[src/rtl/pipe_step_ctrl.sv]
`default_nettype none
// ============================================================================
//  Module      : pipe_step_ctrl
//  Description : Pipeline clock-enable controller with free-run / single-step
//                modes and load-use hazard stalling. Build option
//                PIPE_STEP_CTRL_HAZARD_STALL_EN enables hazard detection
//                and the stall counter.
//  Revision    : 1.0 - initial release
// ============================================================================
module pipe_step_ctrl (
    input  logic        clk,
    input  logic        rst_n,
    input  logic        tick,
    input  logic        pause,
    input  logic        step_down,
    input  logic        idex_memread,
    input  logic [3:0]  idex_wa,
    input  logic [3:0]  ifid_ra1,
    input  logic [3:0]  ifid_ra2,
    output logic        advance,
    output logic        pc_en,
    output logic        ifid_en,
    output logic        idex_bubble,
    output logic [1:0]  state,
    output logic [15:0] cycle_cnt,
    output logic [15:0] stall_cnt
);

    typedef enum logic [1:0] {
        c_ST_RUN    = 2'b00,
        c_ST_PAUSED = 2'b01,
        c_ST_STEP   = 2'b10
    } state_t;

    state_t      r_state;
    state_t      w_state_nxt;
    logic        w_adv_ok;
    logic        w_hazard;
    logic [15:0] r_cycle_cnt;

    always_ff @(posedge clk or negedge rst_n) begin
        if (!rst_n) begin
            r_state <= c_ST_RUN;
        end else begin
            r_state <= w_state_nxt;
        end
    end

    // A step press is only honoured from PAUSED; pause release always wins.
    always_comb begin
        w_state_nxt = r_state;
        w_adv_ok    = 1'b0;
        case (r_state)
            c_ST_RUN: begin
                w_adv_ok = tick & ~pause;
                if (pause) w_state_nxt = c_ST_PAUSED;
            end
            c_ST_PAUSED: begin
                if (!pause)         w_state_nxt = c_ST_RUN;
                else if (step_down) w_state_nxt = c_ST_STEP;
            end
            c_ST_STEP: begin
                w_adv_ok = tick;
                if (!pause)    w_state_nxt = c_ST_RUN;
                else if (tick) w_state_nxt = c_ST_PAUSED;
            end
            default: begin
                w_state_nxt = c_ST_RUN;
            end
        endcase
    end

    // Gate with rst_n so enables drop immediately while reset is held.
    assign advance     = w_adv_ok & rst_n;
    assign pc_en       = advance & ~w_hazard;
    assign ifid_en     = advance & ~w_hazard;
    assign idex_bubble = advance & w_hazard;
    assign state       = r_state;
    assign cycle_cnt   = r_cycle_cnt;

    always_ff @(posedge clk or negedge rst_n) begin
        if (!rst_n) begin
            r_cycle_cnt <= 16'h0000;
        end else if (advance) begin
            r_cycle_cnt <= r_cycle_cnt + 16'h0001;
        end
    end

`ifdef PIPE_STEP_CTRL_HAZARD_STALL_EN
    logic [15:0] r_stall_cnt;

    assign w_hazard  = idex_memread & ((idex_wa == ifid_ra1) | (idex_wa == ifid_ra2));
    assign stall_cnt = r_stall_cnt;

    always_ff @(posedge clk or negedge rst_n) begin
        if (!rst_n) begin
            r_stall_cnt <= 16'h0000;
        end else if (idex_bubble && (r_stall_cnt != 16'hFFFF)) begin
            r_stall_cnt <= r_stall_cnt + 16'h0001;
        end
    end
`else
    logic w_unused_hazard_inputs;

    assign w_hazard               = 1'b0;
    assign stall_cnt              = 16'h0000;
    assign w_unused_hazard_inputs = &{1'b0, idex_memread, idex_wa, ifid_ra1, ifid_ra2};
`endif

endmodule
`default_nettype wire

[config.mk]
export PLATFORM = sky130hd
export DESIGN_NAME = pipe_step_ctrl
export DESIGN_NICKNAME = d
export VERILOG_FILES = /design/src/rtl/pipe_step_ctrl.sv
export SDC_FILE = /design/constraint.sdc
export NUM_CORES = 1
export LEC_CHECK = 0
export CAP_MARGIN = 40
export CORE_MARGIN = 4
export CORE_UTILIZATION = 29
export CTS_CLUSTER_DIAMETER = 120
export CTS_CLUSTER_SIZE = 25
export DETAILED_ROUTE_END_ITERATION = 7
export PLACE_DENSITY = 0.63
export SETUP_SLACK_MARGIN = 0.4
export SYNTH_ARGS = -nofsm -noshare
export SYNTH_HDL_FRONTEND = slang
export SYNTH_SLANG_ARGS = --single-unit
[constraint.sdc]
create_clock -name clk -period 1.4 [get_ports clk]
set_input_delay 0.21 -clock clk [delete_from_list [all_inputs] [get_ports clk]]
set_output_delay 0.21 -clock clk [all_outputs]
set_load 0.02 [all_outputs]
Yosys cells after proc, flatten, opt, wreduce, memory -nomap -nowiden. Index checks and enable logic that the tools add are counted.

Bits in registers: 18. Latch bits: 0. Bits in writable memories: 0. Memory bits (read-only): 0. Input port bits: 18. Output and inout port bits: 38. Logic and storage cells: 20. Memories: 0.

$add $sub $neg: 1. $mul: 0. Div/mod/pow operators: 0. Magnitude comparators: 0. Eq/ne operators: 5. Shift-type cells: 0. Multiplexer cells: 7. Bitwise logic cells: 3. Reduce and logical (&&, ||, !) cells: 2.

Operators by type and width (number): $add A16 B1 Y16 const B (1); $mux W2 (5); $ne A3 B3 Y1 const B (2); $pmux W2 S3 (1); $reduce_and A3 Y1 (1); $and A1 B1 Y1 (2); $eq A2 B1 Y1 const B (1); $eq A2 B2 Y1 const B (1); $logic_not A2 Y1 (1); $ne A2 B2 Y1 const B (1); $pmux W1 S2 (1); $not A1 Y1 (1).

Logic depth before layout (Yosys ltp). Gate-level depths: netlist of run 1.

Word-level depth: 4. Mapped depth: 5. Mapped depth without buffers: 5.

Worst setup path before layout of run 1. Ideal clock, no wire load.

Path kind: reg2reg. From: register r_state[1] (netlist: state[1]). To: register r_cycle_cnt[1] (netlist: cycle_cnt[1]). Setup time: 0.125 ns. Arrival: 1.430 ns. Required time: 1.275 ns. Setup slack: -0.154 ns. Cell stages (with the launch flop): 4. Path buffers: 0. Clock period less this slack: 1.554 ns. Cells stage by stage: dfrtp_1 -> nand2b_2 -> and3_1 -> mux2_2.

Word-level cells in the longest chain between the ends: 3. Elaborated cells on any way between the ends: 4. Classes of those cells: 1 x eq/ne; 1 x mux; 1 x bitwise; 1 x reduce/logical.

RTL lines: start: declaration (RTL line 35) `state_t r_state;`; start signal: assignment (RTL line 43) `r_state <= c_ST_RUN;`; start signal: assignment (RTL line 45) `r_state <= w_state_nxt;`; $eq A2 B2 Y1 or $logic_not A2 Y1 (tied branches) (RTL line 53) `case (r_state)`; $pmux W1 S2 * (RTL line 53); $and A1 B1 Y1 * (RTL line 74) `assign advance = w_adv_ok & rst_n;`; net advance (RTL line 20) `output logic advance,`; end signal: assignment (RTL line 85) `r_cycle_cnt <= r_cycle_cnt + 16'h0001;`; end: declaration (RTL line 39) `logic [15:0] r_cycle_cnt;`.

The timed path passes the listed nets; every way through them passes the cells marked *. A chain may end at the register's enable or synchronous reset.

Worst setup path after layout of run 1.
From: register r_state[0] (netlist: state[0]). To: output port pc_en.

Word-level cells in the longest chain between the ends: 3. Elaborated cells on any way between the ends: 4. Classes of those cells: 1 x eq/ne; 1 x mux; 1 x bitwise; 1 x reduce/logical.

RTL lines: $eq A2 B2 Y1 or $logic_not A2 Y1 (tied branches) (RTL line 53); $pmux W1 S2 * (RTL line 53); $and A1 B1 Y1 * (RTL line 74); end: declaration (RTL line 21) `output logic pc_en,`.

Every way passes the cells marked *; elsewhere a longest branch is shown, timed or not.

==> impl_metrics.prom, run 1 <==
# TYPE chip_impl_metric gauge
chip_impl_metric{name="powerDensity",unit="mW/mm^2"} 934
chip_impl_info{name="postSynth.topFlopCell",value="sky130_fd_sc_hd__dfrtp_1"} 1
chip_impl_metric{name="antenna_found_initial",unit=""} 0
chip_impl_metric{name="maximum_number_of_pins_on_one_net_before_global_route_repair",unit=""} 13
chip_impl_metric{name="netlist_area",unit="sq mm"} 0.00101
chip_impl_metric{name="drt_iter0_markers",unit=""} 35
chip_impl_metric{name="finalSetupViolations",unit=""} 9
chip_impl_metric{name="flow.area_growth_from_synthesis",unit="%"} 72.1
chip_impl_info{name="most-common-layout-cells",value="sky130_fd_sc_hd__buf_6, sky130_fd_sc_hd__buf_4, sky130_fd_sc_hd__conb_1"} 1
chip_impl_metric{name="synth-warning-count",unit=""} 0
chip_impl_metric{name="clk_latency",unit="ps"} 300
chip_impl_metric{name="n_antenna_cell",unit=""} 0
chip_impl_metric{name="place.port_buffers",unit=""} 25
chip_impl_metric{name="drc",unit=""} 0
chip_impl_metric{name="avgRoutedWirePerCell",unit="microns"} 12.5
chip_impl_metric{name="placed_area",unit="sq mm"} 0.00138
chip_impl_metric{name="grt.total_usage",unit="%"} 12.2
chip_impl_metric{name="max_cap_check_violation_count",unit=""} 0
chip_impl_metric{name="antenna_left",unit=""} 0
chip_impl_info{name="grt_setup_unrepaired",value="true"} 1
chip_impl_metric{name="share_of_cells_above_drive_strength_1",unit="%"} 59.4
chip_impl_metric{name="post-route-cell-area",unit="sq mm"} 0.00174
chip_impl_info{name="worst_hold_path_type",value="input port to flop"} 1
chip_impl_metric{name="first_pass_iters",unit=""} 3
chip_impl_info{name="status",value="finished with violations"} 1
chip_impl_metric{name="fin_nets",unit=""} 180
chip_impl_metric{name="avg_inst_size_synth",unit="sq um"} 10.7
chip_impl_metric{name="final.setup.worst_slack",unit="ps"} -96.6
chip_impl_metric{name="cts.sink_count",unit=""} 18
chip_impl_metric{name="grt-ovfl-total",unit=""} 0
chip_impl_metric{name="final_standard_cell_count_with_taps_included_and_fillers_excluded",unit=""} 206
chip_impl_metric{name="worst_path_largest_cell_delay",unit="ps"} 420
chip_impl_metric{name="max-clock-path-buffers",unit=""} 2
chip_impl_metric{name="cell_count_after_synthesis",unit=""} 95
chip_impl_metric{name="finalWeightedCongestion",unit=""} 0.792
chip_impl_info{name="tritoncts_clock_tree",value="yes"} 1
chip_impl_metric{name="finalCriticalPeriod",unit="ps"} 1500
chip_impl_info{name="layout_commonest_cell",value="sky130_fd_sc_hd__buf_6"} 1
chip_impl_info{name="kind_of_start_point_of_the_critical_path",value="flop"} 1
chip_impl_metric{name="number_of_clock_buffers_inserted_by_tritoncts",unit=""} 3
chip_impl_metric{name="detailroute.wirelength.met3",unit="microns"} 153
chip_impl_metric{name="clock-skew-final",unit="ps"} 0.966
chip_impl_metric{name="die_height",unit="microns"} 67.1
chip_impl_metric{name="timing.final.hold_violations",unit=""} 0
chip_impl_info{name="critical_path.slowest_cell",value="sky130_fd_sc_hd__dfrtp_2"} 1
chip_impl_metric{name="synth-seq-cells",unit=""} 18
chip_impl_info{name="critical_path.endpoint_type",value="output pin"} 1
chip_impl_metric{name="cts_hold_buffers",unit=""} 0
chip_impl_metric{name="first_global_vias",unit=""} 904
chip_impl_metric{name="num_io_pins",unit=""} 56
chip_impl_metric{name="number_of_h_tree_levels",unit=""} 1
chip_impl_metric{name="floorplan.initialDensity",unit="%"} 30.1
chip_impl_metric{name="count_of_flip_flops_with_a_built_in_enable_after_synthesis",unit=""} 0
chip_impl_metric{name="routed-via-count",unit=""} 869
chip_impl_metric{name="wl_met2",unit="microns"} 1410
chip_impl_metric{name="worst-path-max-fanout",unit=""} 4
chip_impl_info{name="violated_checks",value="setup timing"} 1
chip_impl_metric{name="worst-endpoint-required",unit="ps"} 1190
chip_impl_metric{name="post-place-cells",unit=""} 177
chip_impl_metric{name="vias_per_cell",unit=""} 4.22
chip_impl_metric{name="final.period_utilization",unit="%"} 107
chip_impl_info{name="worstSetupPathType",value="flop to output pin"} 1
chip_impl_metric{name="tns",unit="ps"} -605
chip_impl_metric{name="maxSlewViolCount",unit=""} 0
chip_impl_metric{name="detailed_place_hpwl",unit="microns"} 1800
chip_impl_metric{name="core",unit="sq mm"} 0.00336
chip_impl_metric{name="grt_first_pass_wirelength",unit="microns"} 4170
chip_impl_metric{name="wl",unit="microns"} 2580
chip_impl_metric{name="power.ir.vdd_worst",unit="V"} 0.000959
chip_impl_info{name="clk_root_buffer_cell",value="sky130_fd_sc_hd__clkbuf_4"} 1
chip_impl_info{name="critical_path.cell_chain",value="and2b_2 -> and3_4 -> buf_6"} 1
chip_impl_metric{name="synth_async_sr_flop_share",unit="%"} 100
chip_impl_metric{name="power.static_leakage",unit="nW"} 0.861
chip_impl_metric{name="synth.yosys.seq_area_share",unit="%"} 44.4
chip_impl_metric{name="synth_cell_types",unit=""} 25
chip_impl_info{name="highest-signal-layer",value="met4"} 1
chip_impl_metric{name="std_cell_rows",unit=""} 21
chip_impl_metric{name="max_freq",unit="MHz"} 668
chip_impl_metric{name="overall_die_area",unit="sq mm"} 0.00450
chip_impl_metric{name="clk_pin_slew_worst_paths",unit="ps"} 110
chip_impl_metric{name="die-width",unit="microns"} 67.1
chip_impl_metric{name="worstPathArrival",unit="ps"} 1290
chip_impl_metric{name="m1WireLength",unit="microns"} 996
## kinds of logic after synthesis
family | synth area share (%)
and+or+nand+nor | 23.7
buffers and inverters | 14.4
DFF | 44.4
xor gates and xnor gates | 13.0
AOI/OAI and AO/OA | 1.73
adders and majority gates | 1.23
other | 0.370
muxes | 1.11
## final timing paths
path	startpoint	endpoint	slack (ps)	cells after the start
min in group asynchronous	rst_n	cycle_cnt[8]	410	3
hold / removal	pause	state[0]	340	3
max in group asynchronous	rst_n	cycle_cnt[4]	820	3
setup / recovery	state[0]	pc_en	-100	3
hold reg to reg	cycle_cnt[4]	cycle_cnt[4]	510	1
setup reg to reg	state[0]	cycle_cnt[11]	-80	6
## power by group
part | internal (W) | switching (W)
logic | 0.000356 | 0.000297
clock network | 0.000159 | 0.000175
registers | 0.000587 | 0.0000558
## cell type report
type	instances	area [sq um]
clock buffers	4	36.3
multi-input cells	73	577
fillers	353	1620
well taps	46	57.6
repair buffers	64	609
inverters	1	3.75
flip-flops and latches	18	460
## what timing repair did
action                                  CTS  global route
setup buffers                            14            11
endpoints found under the setup margin   37            39
gates resized for setup                 130            24
pin swaps                                 7             9
## registers in the layout (all words and copies together) (netlist names)
name       cells
cycle_cnt     16
state          2
## cell usage after synthesis (all sizes together) (2+ instances only)
master	instances	area [sq um]
a21oi	2	10.0
nand2	3	11.3
nand4	4	25.0
nor3	4	20.0
nor2	5	18.8
xnor2	7	61.3
nand3	8	65.1
buf	19	143
nor2b	2	12.5
dfrtp	18	450
and3	4	26.3
xor2	8	70.1
## metrics by stage
step	setup slack [ps]	utilization [%]	hold WS, ps	total power [W]
3_5_place_dp	-479	41.0	459	0.00110
2_1_floorplan	51.8	-	-85.6	0.000915
3_3_place_gp	-451	41.0	458	0.00108
6_report	-96.6	51.9	342	0.00163
5_1_grt	-168	51.9	330	0.00174
4_1_cts	-85.0	47.0	403	0.00150
## worst max-delay path: cells and delay by family, from the launching register on
kind	cells	cell delay (ps)
buf+inv	1	120
flops	1	420
simple gates	2	430
## routing by layer
metal / GRT usage [%] / up-vias
li1: - / 417
met1: 14.4 / 422
met2: 20.9 / 26
met3: 4.89 / 4
met4: 2.28 / 0
met5: 0 / -
Power figures use the tool's default switching activity.
==> inputs of run 2 (changes only) <==
--- a/config.mk
+++ b/config.mk
@@ -11,8 +11,9 @@
 export CTS_CLUSTER_DIAMETER = 120
 export CTS_CLUSTER_SIZE = 25
 export DETAILED_ROUTE_END_ITERATION = 7
-export PLACE_DENSITY = 0.63
+export PLACE_DENSITY = 0.6
 export SETUP_SLACK_MARGIN = 0.4
+export SKIP_CTS_REPAIR_TIMING = 1
 export SYNTH_ARGS = -nofsm -noshare
 export SYNTH_HDL_FRONTEND = slang
 export SYNTH_SLANG_ARGS = --single-unit
==> constraint.sdc (replaced) <==
create_clock -name clk -period 1.8 [get_ports clk]
set_input_delay 0.27 -clock clk [delete_from_list [all_inputs] [get_ports clk]]
set_output_delay 0.27 -clock clk [all_outputs]
set_load 0.02 [all_outputs]
==> run 2 against run 1 <==
Compared with the run above: the run now ends clean; clock power decreased by 26%; global-route usage decreased by 1.5 points; clock skew grew 4.9 ps; setup slack gained 290 ps; sequential power shrank 22%; critical path depth up 1; total power decreased by 34%.
==> impl_metrics.prom, run 2 (synthesized netlist as in run 1, its figures left out) <==
# TYPE chip_impl_metric gauge
chip_impl_metric{name="share_of_cells_above_drive_strength_1",unit="%"} 29.4
chip_impl_info{name="critical_path.endpoint_type",value="output pin"} 1
chip_impl_metric{name="detailed_place_hpwl",unit="microns"} 1600
chip_impl_metric{name="flow.area_growth_from_synthesis",unit="%"} 48.4
chip_impl_metric{name="die_height",unit="microns"} 67.1
chip_impl_info{name="most-common-layout-cells",value="sky130_fd_sc_hd__dlymetal6s2s_1, sky130_fd_sc_hd__conb_1, sky130_fd_sc_hd__buf_4"} 1
chip_impl_info{name="r2r_start",value="state[0]"} 1
chip_impl_metric{name="maxSlewViolCount",unit=""} 0
chip_impl_metric{name="floorplan.initialDensity",unit="%"} 30.1
chip_impl_metric{name="maximum_number_of_pins_on_one_net_before_global_route_repair",unit=""} 12
chip_impl_info{name="worst_hold_path_type",value="input port to async pin"} 1
chip_impl_metric{name="wl_met2",unit="microns"} 1100
chip_impl_metric{name="vias_per_cell",unit=""} 4.22
chip_impl_metric{name="final.period_utilization",unit="%"} 89.2
chip_impl_metric{name="power.static_leakage",unit="nW"} 1.02
chip_impl_info{name="worstSetupPathType",value="flop to output pin"} 1
chip_impl_metric{name="antenna_left",unit=""} 0
chip_impl_metric{name="clk_pin_slew_worst_paths",unit="ps"} 110
chip_impl_metric{name="core",unit="sq mm"} 0.00336
chip_impl_metric{name="fillers",unit=""} 349
chip_impl_info{name="layout_commonest_cell",value="sky130_fd_sc_hd__dlymetal6s2s_1"} 1
chip_impl_metric{name="p_seq_share",unit="%"} 47.0
chip_impl_metric{name="finalSetupViolations",unit=""} 0
chip_impl_metric{name="finalWeightedCongestion",unit=""} 0.779
chip_impl_metric{name="tns",unit="ps"} 0
chip_impl_metric{name="worst_reg_to_reg_cells",unit=""} 6
chip_impl_info{name="clk_root_buffer_cell",value="sky130_fd_sc_hd__clkbuf_4"} 1
chip_impl_metric{name="final.setup.worst_slack",unit="ps"} 194
chip_impl_metric{name="antenna_found_initial",unit=""} 0
chip_impl_metric{name="num_io_pins",unit=""} 56
chip_impl_metric{name="layout.area.seq",unit="sq um"} 457
chip_impl_metric{name="finalCriticalPeriod",unit="ps"} 1610
chip_impl_metric{name="max_ffs_per_register",unit=""} 16
chip_impl_metric{name="place_ws",unit="ps"} -176
chip_impl_metric{name="holdWs",unit="ps"} 342
chip_impl_info{name="kind_of_start_point_of_the_critical_path",value="flop"} 1
chip_impl_metric{name="first_pass_iters",unit=""} 4
chip_impl_metric{name="avgRoutedWirePerCell",unit="microns"} 12.0
chip_impl_metric{name="multi_input_area",unit="sq um"} 533
chip_impl_metric{name="p_sw",unit="W"} 0.000349
chip_impl_metric{name="worstPathArrival",unit="ps"} 1340
chip_impl_metric{name="powerDensity",unit="mW/mm^2"} 713
chip_impl_metric{name="clock-skew-final",unit="ps"} 5.86
chip_impl_metric{name="grt.total_usage",unit="%"} 10.6
chip_impl_metric{name="max_cap_check_violation_count",unit=""} 0
chip_impl_metric{name="detailroute.wirelength.met3",unit="microns"} 192
chip_impl_metric{name="power.ir.vdd_worst",unit="V"} 0.000439
chip_impl_info{name="highest-signal-layer",value="met4"} 1
chip_impl_info{name="r2r_end",value="cycle_cnt[13]"} 1
chip_impl_metric{name="max-clock-path-buffers",unit=""} 2
chip_impl_metric{name="fin_nets",unit=""} 156
chip_impl_metric{name="m1WireLength",unit="microns"} 892
chip_impl_metric{name="timing.final.hold_violations",unit=""} 0
chip_impl_metric{name="die-width",unit="microns"} 67.1
chip_impl_metric{name="place.port_buffers",unit=""} 25
chip_impl_metric{name="drt_iter0_markers",unit=""} 55
chip_impl_metric{name="number_of_h_tree_levels",unit=""} 1
chip_impl_info{name="tritoncts_clock_tree",value="yes"} 1
chip_impl_metric{name="routed-via-count",unit=""} 768
chip_impl_metric{name="worst-endpoint-required",unit="ps"} 1530
chip_impl_metric{name="cts.sink_count",unit=""} 18
chip_impl_info{name="status",value="finished, final reports clean"} 1
chip_impl_metric{name="first_global_vias",unit=""} 780
chip_impl_metric{name="drc",unit=""} 0
chip_impl_metric{name="post-route-cell-area",unit="sq mm"} 0.00150
chip_impl_metric{name="number_of_clock_buffers_inserted_by_tritoncts",unit=""} 3
chip_impl_metric{name="share_of_total_power_consumed_by_net_switching",unit="%"} 32.5
chip_impl_metric{name="r2r_slack",unit="ps"} 280
chip_impl_metric{name="intPower",unit="W"} 0.000724
chip_impl_metric{name="clk_latency",unit="ps"} 290
chip_impl_info{name="grt_setup_unrepaired",value="true"} 1
chip_impl_metric{name="grt_first_pass_wirelength",unit="microns"} 3620
chip_impl_metric{name="n_antenna_cell",unit=""} 0
chip_impl_metric{name="clock_power_share",unit="%"} 23.1
chip_impl_metric{name="overall_die_area",unit="sq mm"} 0.00450
chip_impl_metric{name="wl",unit="microns"} 2190
chip_impl_metric{name="placed_area",unit="sq mm"} 0.00133
chip_impl_metric{name="comb_power_share",unit="%"} 29.9
chip_impl_metric{name="worst-path-max-fanout",unit=""} 6
chip_impl_metric{name="std_cell_rows",unit=""} 21
chip_impl_metric{name="grt-ovfl-total",unit=""} 0
chip_impl_metric{name="max_freq",unit="MHz"} 623
==> run 2: cell count changes in the layout (fill, tap and decap cells not counted), sizes merged <==
cell           change
buf               -43
clkdlybuf4s50      +1
dlymetal6s2s      +18
==> run 2: metrics by stage <==
stage               std cells  utilization [%]  total power (W)
global route              182             44.7          0.00115
finish                    182             44.7          0.00107
detailed placement        174             39.6         0.000832
global placement          174             39.6         0.000830
floorplan                 111                -         0.000697
CTS                       178             40.7          0.00109
==> run 2: worst max path at each step <==
| stage | from | to | depth (start not counted) |
|---|---|---|---|
| 2_1_floorplan | state[0] | cycle_cnt[1] | 3 |
| 3_3_place_gp | tick | advance | 4 |
| 3_5_place_dp | tick | advance | 4 |
| 4_1_cts | state[0] | advance | 3 |
| 5_1_grt | state[0] | advance | 3 |
| 6_report | state[1] | pc_en | 4 |
==> run 2: routing by layer <==
metal  vias up  global-route usage, %
li1        371                      -
met1       365                   12.5
met2        30                   17.7
met3         2                   5.40
met4         0                   1.52
met5         -                      0
==> run 2: final cells by class <==
| cell class | instances | share of cell area, % |
|---|---|---|
| timing repair buffer | 40 | 27.7 |
| tap | 46 | 3.83 |
| inverter | 1 | 0.250 |
| multi-input combinational | 73 | 35.4 |
| clock buffer | 4 | 2.41 |
| sequential | 18 | 30.4 |
==> run 2: power by group through the flow <==
stage               registers, W  clock network [W]  logic (W)
global placement        0.000516                  0   0.000314
floorplan               0.000561                  0   0.000137
detailed placement      0.000515                  0   0.000317
global route            0.000513           0.000288   0.000349
finish                  0.000504           0.000248   0.000321
CTS                     0.000508           0.000262   0.000322
==> run 2: critical path, cell delays in order (launching register included) <==
cell and delay (ps):
sky130_fd_sc_hd__dfrtp_2 460, sky130_fd_sc_hd__nand2b_4 150, sky130_fd_sc_hd__and3_4 180, sky130_fd_sc_hd__buf_4 130, sky130_fd_sc_hd__buf_6 120
==> inputs of run 3 (changes only) <==
--- a/config.mk
+++ b/config.mk
@@ -6,13 +6,12 @@
 export NUM_CORES = 1
 export LEC_CHECK = 0
 export CAP_MARGIN = 40
-export CORE_MARGIN = 4
 export CORE_UTILIZATION = 29
 export CTS_CLUSTER_DIAMETER = 120
 export CTS_CLUSTER_SIZE = 25
 export DETAILED_ROUTE_END_ITERATION = 7
 export PLACE_DENSITY = 0.6
-export SETUP_SLACK_MARGIN = 0.4
+export SETUP_SLACK_MARGIN = 0.2
 export SKIP_CTS_REPAIR_TIMING = 1
 export SYNTH_ARGS = -nofsm -noshare
 export SYNTH_HDL_FRONTEND = slang
==> constraint.sdc (replaced) <==
create_clock -name clk -period 1.5 [get_ports clk]
set_input_delay 0.225 -clock clk [delete_from_list [all_inputs] [get_ports clk]]
set_output_delay 0.225 -clock clk [all_outputs]
set_load 0.02 [all_outputs]
==> run 3 against run 2 <==
Compared with the run above: the run now ends with setup timing left; critical endpoint is now advance; combinational power grew 20%; sequential power increased by 20%; sequential share of layout area is 0.95 points higher; first-iteration DRC count down 85%; core utilization decreased by 0.66 points; sequential cell count is the same.
==> impl_metrics.prom, run 3 (synthesized netlist as in run 1, its figures left out) <==
# TYPE chip_impl_metric gauge
chip_impl_metric{name="number_of_h_tree_levels",unit=""} 1
chip_impl_metric{name="floorplan.initialDensity",unit="%"} 30.4
chip_impl_metric{name="std_cell_rows",unit=""} 21
chip_impl_metric{name="worst-endpoint-required",unit="ps"} 1270
chip_impl_metric{name="worst_path_largest_cell_delay",unit="ps"} 410
chip_impl_metric{name="finalPower",unit="W"} 0.00130
chip_impl_info{name="tritoncts_clock_tree",value="yes"} 1
chip_impl_metric{name="grt_use_met2",unit="%"} 18.3
chip_impl_metric{name="final.setup.worst_slack",unit="ps"} -15.3
chip_impl_metric{name="clock_power_share",unit="%"} 24.0
chip_impl_metric{name="vias_per_cell",unit=""} 4.24
chip_impl_metric{name="power.static_leakage",unit="nW"} 0.965
chip_impl_metric{name="n_antenna_cell",unit=""} 0
chip_impl_info{name="critical_path.cell_chain",value="and2b_2 -> and3_4 -> clkbuf_2"} 1
chip_impl_metric{name="post-place-cells",unit=""} 175
chip_impl_metric{name="antenna_left",unit=""} 0
chip_impl_info{name="critical_path.slowest_cell",value="sky130_fd_sc_hd__dfrtp_2"} 1
chip_impl_metric{name="wl",unit="microns"} 1950
chip_impl_metric{name="grt-ovfl-total",unit=""} 0
chip_impl_metric{name="detailed_place_hpwl",unit="microns"} 1370
chip_impl_metric{name="maxSlewViolCount",unit=""} 0
chip_impl_metric{name="timing.final.hold_violations",unit=""} 0
chip_impl_info{name="layout_commonest_cell",value="sky130_fd_sc_hd__conb_1"} 1
chip_impl_info{name="critical_path.endpoint_type",value="output pin"} 1
chip_impl_metric{name="overall_die_area",unit="sq mm"} 0.00374
chip_impl_metric{name="number_of_clock_buffers_inserted_by_tritoncts",unit=""} 3
chip_impl_metric{name="final.period_utilization",unit="%"} 101
chip_impl_metric{name="finalWeightedCongestion",unit=""} 0.718
chip_impl_info{name="status",value="finished with violations"} 1
chip_impl_metric{name="max_ffs_per_register",unit=""} 16
chip_impl_metric{name="die-width",unit="microns"} 61.1
chip_impl_metric{name="finalSetupViolations",unit=""} 2
chip_impl_metric{name="multi_input_area",unit="sq um"} 529
chip_impl_metric{name="num_io_pins",unit=""} 56
chip_impl_metric{name="share_of_total_power_consumed_by_net_switching",unit="%"} 32.7
chip_impl_metric{name="maximum_number_of_pins_on_one_net_before_global_route_repair",unit=""} 17
chip_impl_metric{name="routed-via-count",unit=""} 768
chip_impl_info{name="clk_root_buffer_cell",value="sky130_fd_sc_hd__clkbuf_4"} 1
chip_impl_metric{name="clock-skew-final",unit="ps"} 2.88
chip_impl_info{name="grt_setup_unrepaired",value="true"} 1
chip_impl_metric{name="comb_power_share",unit="%"} 29.5
chip_impl_metric{name="fillers",unit=""} 333
chip_impl_metric{name="drc",unit=""} 0
chip_impl_metric{name="antenna_found_initial",unit=""} 0
chip_impl_metric{name="drt_iter0_markers",unit=""} 8
chip_impl_metric{name="clk_latency",unit="ps"} 300
chip_impl_metric{name="share_of_cells_above_drive_strength_1",unit="%"} 33.3
chip_impl_metric{name="powerDensity",unit="mW/mm^2"} 887
chip_impl_metric{name="flow.area_growth_from_synthesis",unit="%"} 45.1
chip_impl_info{name="worst_hold_path_type",value="input port to async pin"} 1
chip_impl_metric{name="r2r_slack",unit="ps"} -10
chip_impl_metric{name="p_seq_share",unit="%"} 46.4
chip_impl_metric{name="worst_reg_to_reg_cells",unit=""} 6
chip_impl_metric{name="max_freq",unit="MHz"} 660
chip_impl_metric{name="grt_first_pass_wirelength",unit="microns"} 3110
chip_impl_metric{name="p_sw",unit="W"} 0.000426
chip_impl_metric{name="worst-path-max-fanout",unit=""} 4
chip_impl_metric{name="finalCriticalPeriod",unit="ps"} 1520
chip_impl_metric{name="cts.sink_count",unit=""} 18
chip_impl_metric{name="grtUsageMet1",unit="%"} 14.7
chip_impl_metric{name="die_height",unit="microns"} 61.1
chip_impl_metric{name="worstPathArrival",unit="ps"} 1290
chip_impl_metric{name="grt.total_usage",unit="%"} 11.3
chip_impl_info{name="r2r_start",value="state[0]"} 1
chip_impl_info{name="violated_checks",value="setup timing"} 1
chip_impl_metric{name="intPower",unit="W"} 0.000877
chip_impl_info{name="most-common-layout-cells",value="sky130_fd_sc_hd__conb_1, sky130_fd_sc_hd__dlymetal6s2s_1, sky130_fd_sc_hd__buf_4"} 1
chip_impl_metric{name="place.port_buffers",unit=""} 25
chip_impl_info{name="r2r_end",value="cycle_cnt[11]"} 1
chip_impl_metric{name="max_cap_check_violation_count",unit=""} 0
chip_impl_info{name="worstSetupPathType",value="flop to output pin"} 1
chip_impl_metric{name="first_global_vias",unit=""} 693
chip_impl_metric{name="met3_usage_in_global_routing",unit="%"} 3.99
chip_impl_metric{name="max-clock-path-buffers",unit=""} 2
chip_impl_info{name="kind_of_start_point_of_the_critical_path",value="flop"} 1
chip_impl_metric{name="final_standard_cell_count_with_taps_included_and_fillers_excluded",unit=""} 181
chip_impl_metric{name="clk_pin_slew_worst_paths",unit="ps"} 110
chip_impl_metric{name="core",unit="sq mm"} 0.00334
chip_impl_metric{name="layout.area.seq",unit="sq um"} 460
chip_impl_metric{name="power.ir.vdd_worst",unit="V"} 0.000702
chip_impl_metric{name="first_pass_iters",unit=""} 2
chip_impl_metric{name="fin_nets",unit=""} 155
chip_impl_metric{name="avgRoutedWirePerCell",unit="microns"} 10.8
chip_impl_info{name="highest_utilization_routing_layer_at_the_global_route_stage",value="met2"} 1
[run 3: worst max path at each step]
| stage | from | to | slack [ps] | cells after the start |
|---|---|---|---|---|
| final | state[0] | advance | -20 | 3 |
| after global routing | state[0] | cycle_cnt[15] | -60 | 5 |
| after CTS | state[0] | advance | -450 | 3 |
| after detailed placement | tick | advance | -370 | 4 |
| after global placement | tick | pc_en | -350 | 4 |
| after floorplan | state[0] | cycle_cnt[1] | 150 | 3 |
[run 3: worst max-delay path, delay by kind of cell, from the launching register on]
family | cells | cell delay (ps)
simple gates | 2 | 410
flops | 1 | 410
buf+inv | 1 | 170
[run 3: area by class of cell]
class | instances | area share (%)
repair buffers | 39 | 26.0
inverters | 1 | 0.255
well taps | 46 | 3.91
flip-flops and latches | 18 | 31.3
multi-input cells | 73 | 36.0
clock buffers | 4 | 2.47
[run 3: power by group through the flow]
stage | sequential [W] | combinational [W] | clock [W]
floorplan | 0.000678 | 0.000176 | 0
global placement | 0.000618 | 0.000386 | 0
detailed placement | 0.000617 | 0.000392 | 0
CTS | 0.000609 | 0.000394 | 0.000327
global route | 0.000620 | 0.000421 | 0.000339
finish | 0.000605 | 0.000385 | 0.000313
[run 3: metrics by stage]
step                      worst slack [ps]  TNS [ps]  hold slack [ps]  instance area [sq um]  utilization, %
after floorplan                        152         0            -70.6                   1100               -
after global placement                -352     -3060              459                   1360            40.8
after detailed placement              -371     -3180              469                   1360            40.8
after CTS                             -451     -2860              254                   1400            41.8
after global routing                 -56.3      -152              259                   1470            44.1
final                                -15.3     -20.6              252                   1470            44.1
[run 3: metal layers]
| layer | vias up | share of wire, % |
|---|---|---|
| met4 | 0 | 0.72 |
| met5 | - | 0 |
| li1 | 370 | - |
| met1 | 368 | 47 |
| met2 | 28 | 47 |
| met3 | 2 | 5.4 |
==> patch (settings of run 3) <==
Put one more register stage on the output `cycle_cnt`, without a reset. The value now appears one clock later. The other outputs are not delayed to match.
--- a/src/rtl/pipe_step_ctrl.sv
+++ b/src/rtl/pipe_step_ctrl.sv
@@ -77,5 +77,7 @@
     assign idex_bubble = advance & w_hazard;
     assign state       = r_state;
-    assign cycle_cnt   = r_cycle_cnt;
+    always_ff @(posedge clk) begin
+        cycle_cnt <= r_cycle_cnt;
+    end
 
     always_ff @(posedge clk or negedge rst_n) begin
Check against the original RTL: not equivalent (Yosys sat finds a counterexample within 4 cycles, from zero or initial values and one cycle with rst_n low).
==> patch against run 3 <==
  * Final cell count grew 14%
  * Final area up 29%
  * Sequential cell count is 16 higher
  * Sequential power rose by 85%
  * Largest power group unchanged
  * Total power rose by 80%
  * Worst hold slack lost 0.18 ns
  * Wire length up 13%
  * Area after synthesis is 31% higher
  * Setup slack better by 0.089 ns
  * Largest cell class is now registers
  * Clock power grew 110%
  * Via count rose by 12%
==> patch: results (changes against run 3) <==
.. list-table::
   :header-rows: 1

   * - Metric
     - Value
   * - Outcome
     - completed (was finished, violations left)
   * - Nets@finish
     - 172 (was 155)
   * - Final GP Congestion
     - 0.814 (was 0.718)
   * - Launching point of the worst reg2reg path
     - r_cycle_cnt[0] (was state[0])
   * - Worst clock skew
     - 0.00749 ns (was 0.00288 ns)
   * - List of most frequent post-synthesis cells
     - 19 x sky130_fd_sc_hd__buf_4, 18 x sky130_fd_sc_hd__dfrtp_1, 16 x sky130_fd_sc_hd__dfxtp_1 (was 19 x sky130_fd_sc_hd__buf_4, 18 x sky130_fd_sc_hd__dfrtp_1, 8 x sky130_fd_sc_hd__xor2_1)
   * - Htree depth
     - 2 (was 1)
   * - Count of unique library cells instantiated by Yosys
     - 23 (was 25)
   * - HPWL after detailed placement
     - 1.58 mm (was 1.37 mm)
   * - First drt pass iteration count
     - 4 (was 2)
   * - Detailed-routed wire length on met3
     - 164 um (was 106 um)
   * - Internal Power
     - 0.00169 W (was 0.000877 W)
   * - Power drawn by the combinational cells
     - 0.000560 W (was 0.000385 W)
   * - DRT Wirelength
     - 2.21 mm (was 1.95 mm)
   * - FF-to-FF End
     - r_cycle_cnt[8] (was cycle_cnt[11])
   * - Minimum hold slack
     - 0.0716 ns (was 0.252 ns)
   * - Clk pin slew, worst setup/hold paths
     - 0.07 ns (was 0.11 ns)
   * - Number of DRC markers after the initial detailed-route iteration
     - 51 (was 8)
   * - Placement Cell Area
     - 1660 um2 (was 1360 um2)
   * - Share of layout cells above drive strength 1
     - 31.8% (was 33.3%)
   * - Largest net degree at the start of global routing
     - 19 (was 17)
   * - Clk Tree Root Cell
     - sky130_fd_sc_hd__clkbuf_8 (was sky130_fd_sc_hd__clkbuf_4)
   * - Worst-skew pair later-pin latency
     - 0.28 ns (was 0.30 ns)
   * - Setup slack at placement
     - -0.408 ns (was -0.371 ns)
   * - Wire length of the first global-routing pass
     - 3.47 mm (was 3.11 mm)
   * - Total routed wire length on the met1 layer
     - 868 um (was 919 um)
   * - Fraction of met1 tracks used by global routing
     - 10.4% (was 14.7%)
   * - Share of total power in sequential cells
     - 47.7% (was 46.4%)
   * - WL met2
     - 1.12 mm (was 913 um)
   * - Total global-route track usage
     - 9.61% (was 11.3%)
   * - Worst-case register-to-register setup slack
     - 0.12 ns (was -0.01 ns)
   * - Maximum VDD drop
     - 0.411 mV (was 0.702 mV)
   * - Asr flop ratio synth
     - 52.9% (was 100%)
[patch: cell types whose count changed after synthesis, sizes merged, moves of 2 or more]
cell          run 3  this run
xor2              8         4
dfxtp             0        16
xnor2             7        11
nor3              4         1
nor4              0         3
nand2             3         7
and3              4         2
[patch: worst max-delay path by stage]
stage                     slack, ns  cells past startpoint      startpoint               to
final                          0.07                      3        state[0]          ifid_en
after global placement        -0.39                      4           rst_n          advance
after CTS                     -0.42                      4           rst_n          ifid_en
after detailed placement      -0.41                      4           rst_n          ifid_en
after floorplan                 0.1                      3        state[0]   r_cycle_cnt[1]
after global routing         0.0008                      4  r_cycle_cnt[2]  r_cycle_cnt[13]
[patch: area by class of cell]
cell class | instances | area (um2)
Fill cell | 433 | 2490
Tap cell | 52 | 65.1
Multi-Input combinational cell | 69 | 527
Clock inverter | 1 | 5.00
Timing Repair Buffer | 43 | 435
Sequential cell | 34 | 776
Clock buffer | 7 | 86.3
[patch: worst max-delay path, cell delays in order, from the launching register on]
cell,delay (ns)
sky130_fd_sc_hd__dfrtp_2,0.40
sky130_fd_sc_hd__nand3b_4,0.17
sky130_fd_sc_hd__nor2_4,0.15
sky130_fd_sc_hd__clkbuf_2,0.19
[patch: through the flow]
step / instances / TNS [ns] / total power (W)
floorplan: 122 / 0 / 0.00143
global placement: 191 / -3.96 / 0.00162
detailed placement: 191 / -4.17 / 0.00163
CTS: 199 / -1.51 / 0.00231
global route: 206 / 0 / 0.00248
finish: 206 / 0 / 0.00235
[patch: cells by family after synthesis]
logic type / share of synthesized area [%]
flip-flops: 58.0
AND/OR/NAND/NOR: 18.0
buffers and inverters: 10.7
XOR/XNOR: 9.89
AO/OA/AOI/OAI: 1.32
adder cells (fa/ha/maj): 0.941
other: 0.282
multiplexers: 0.847
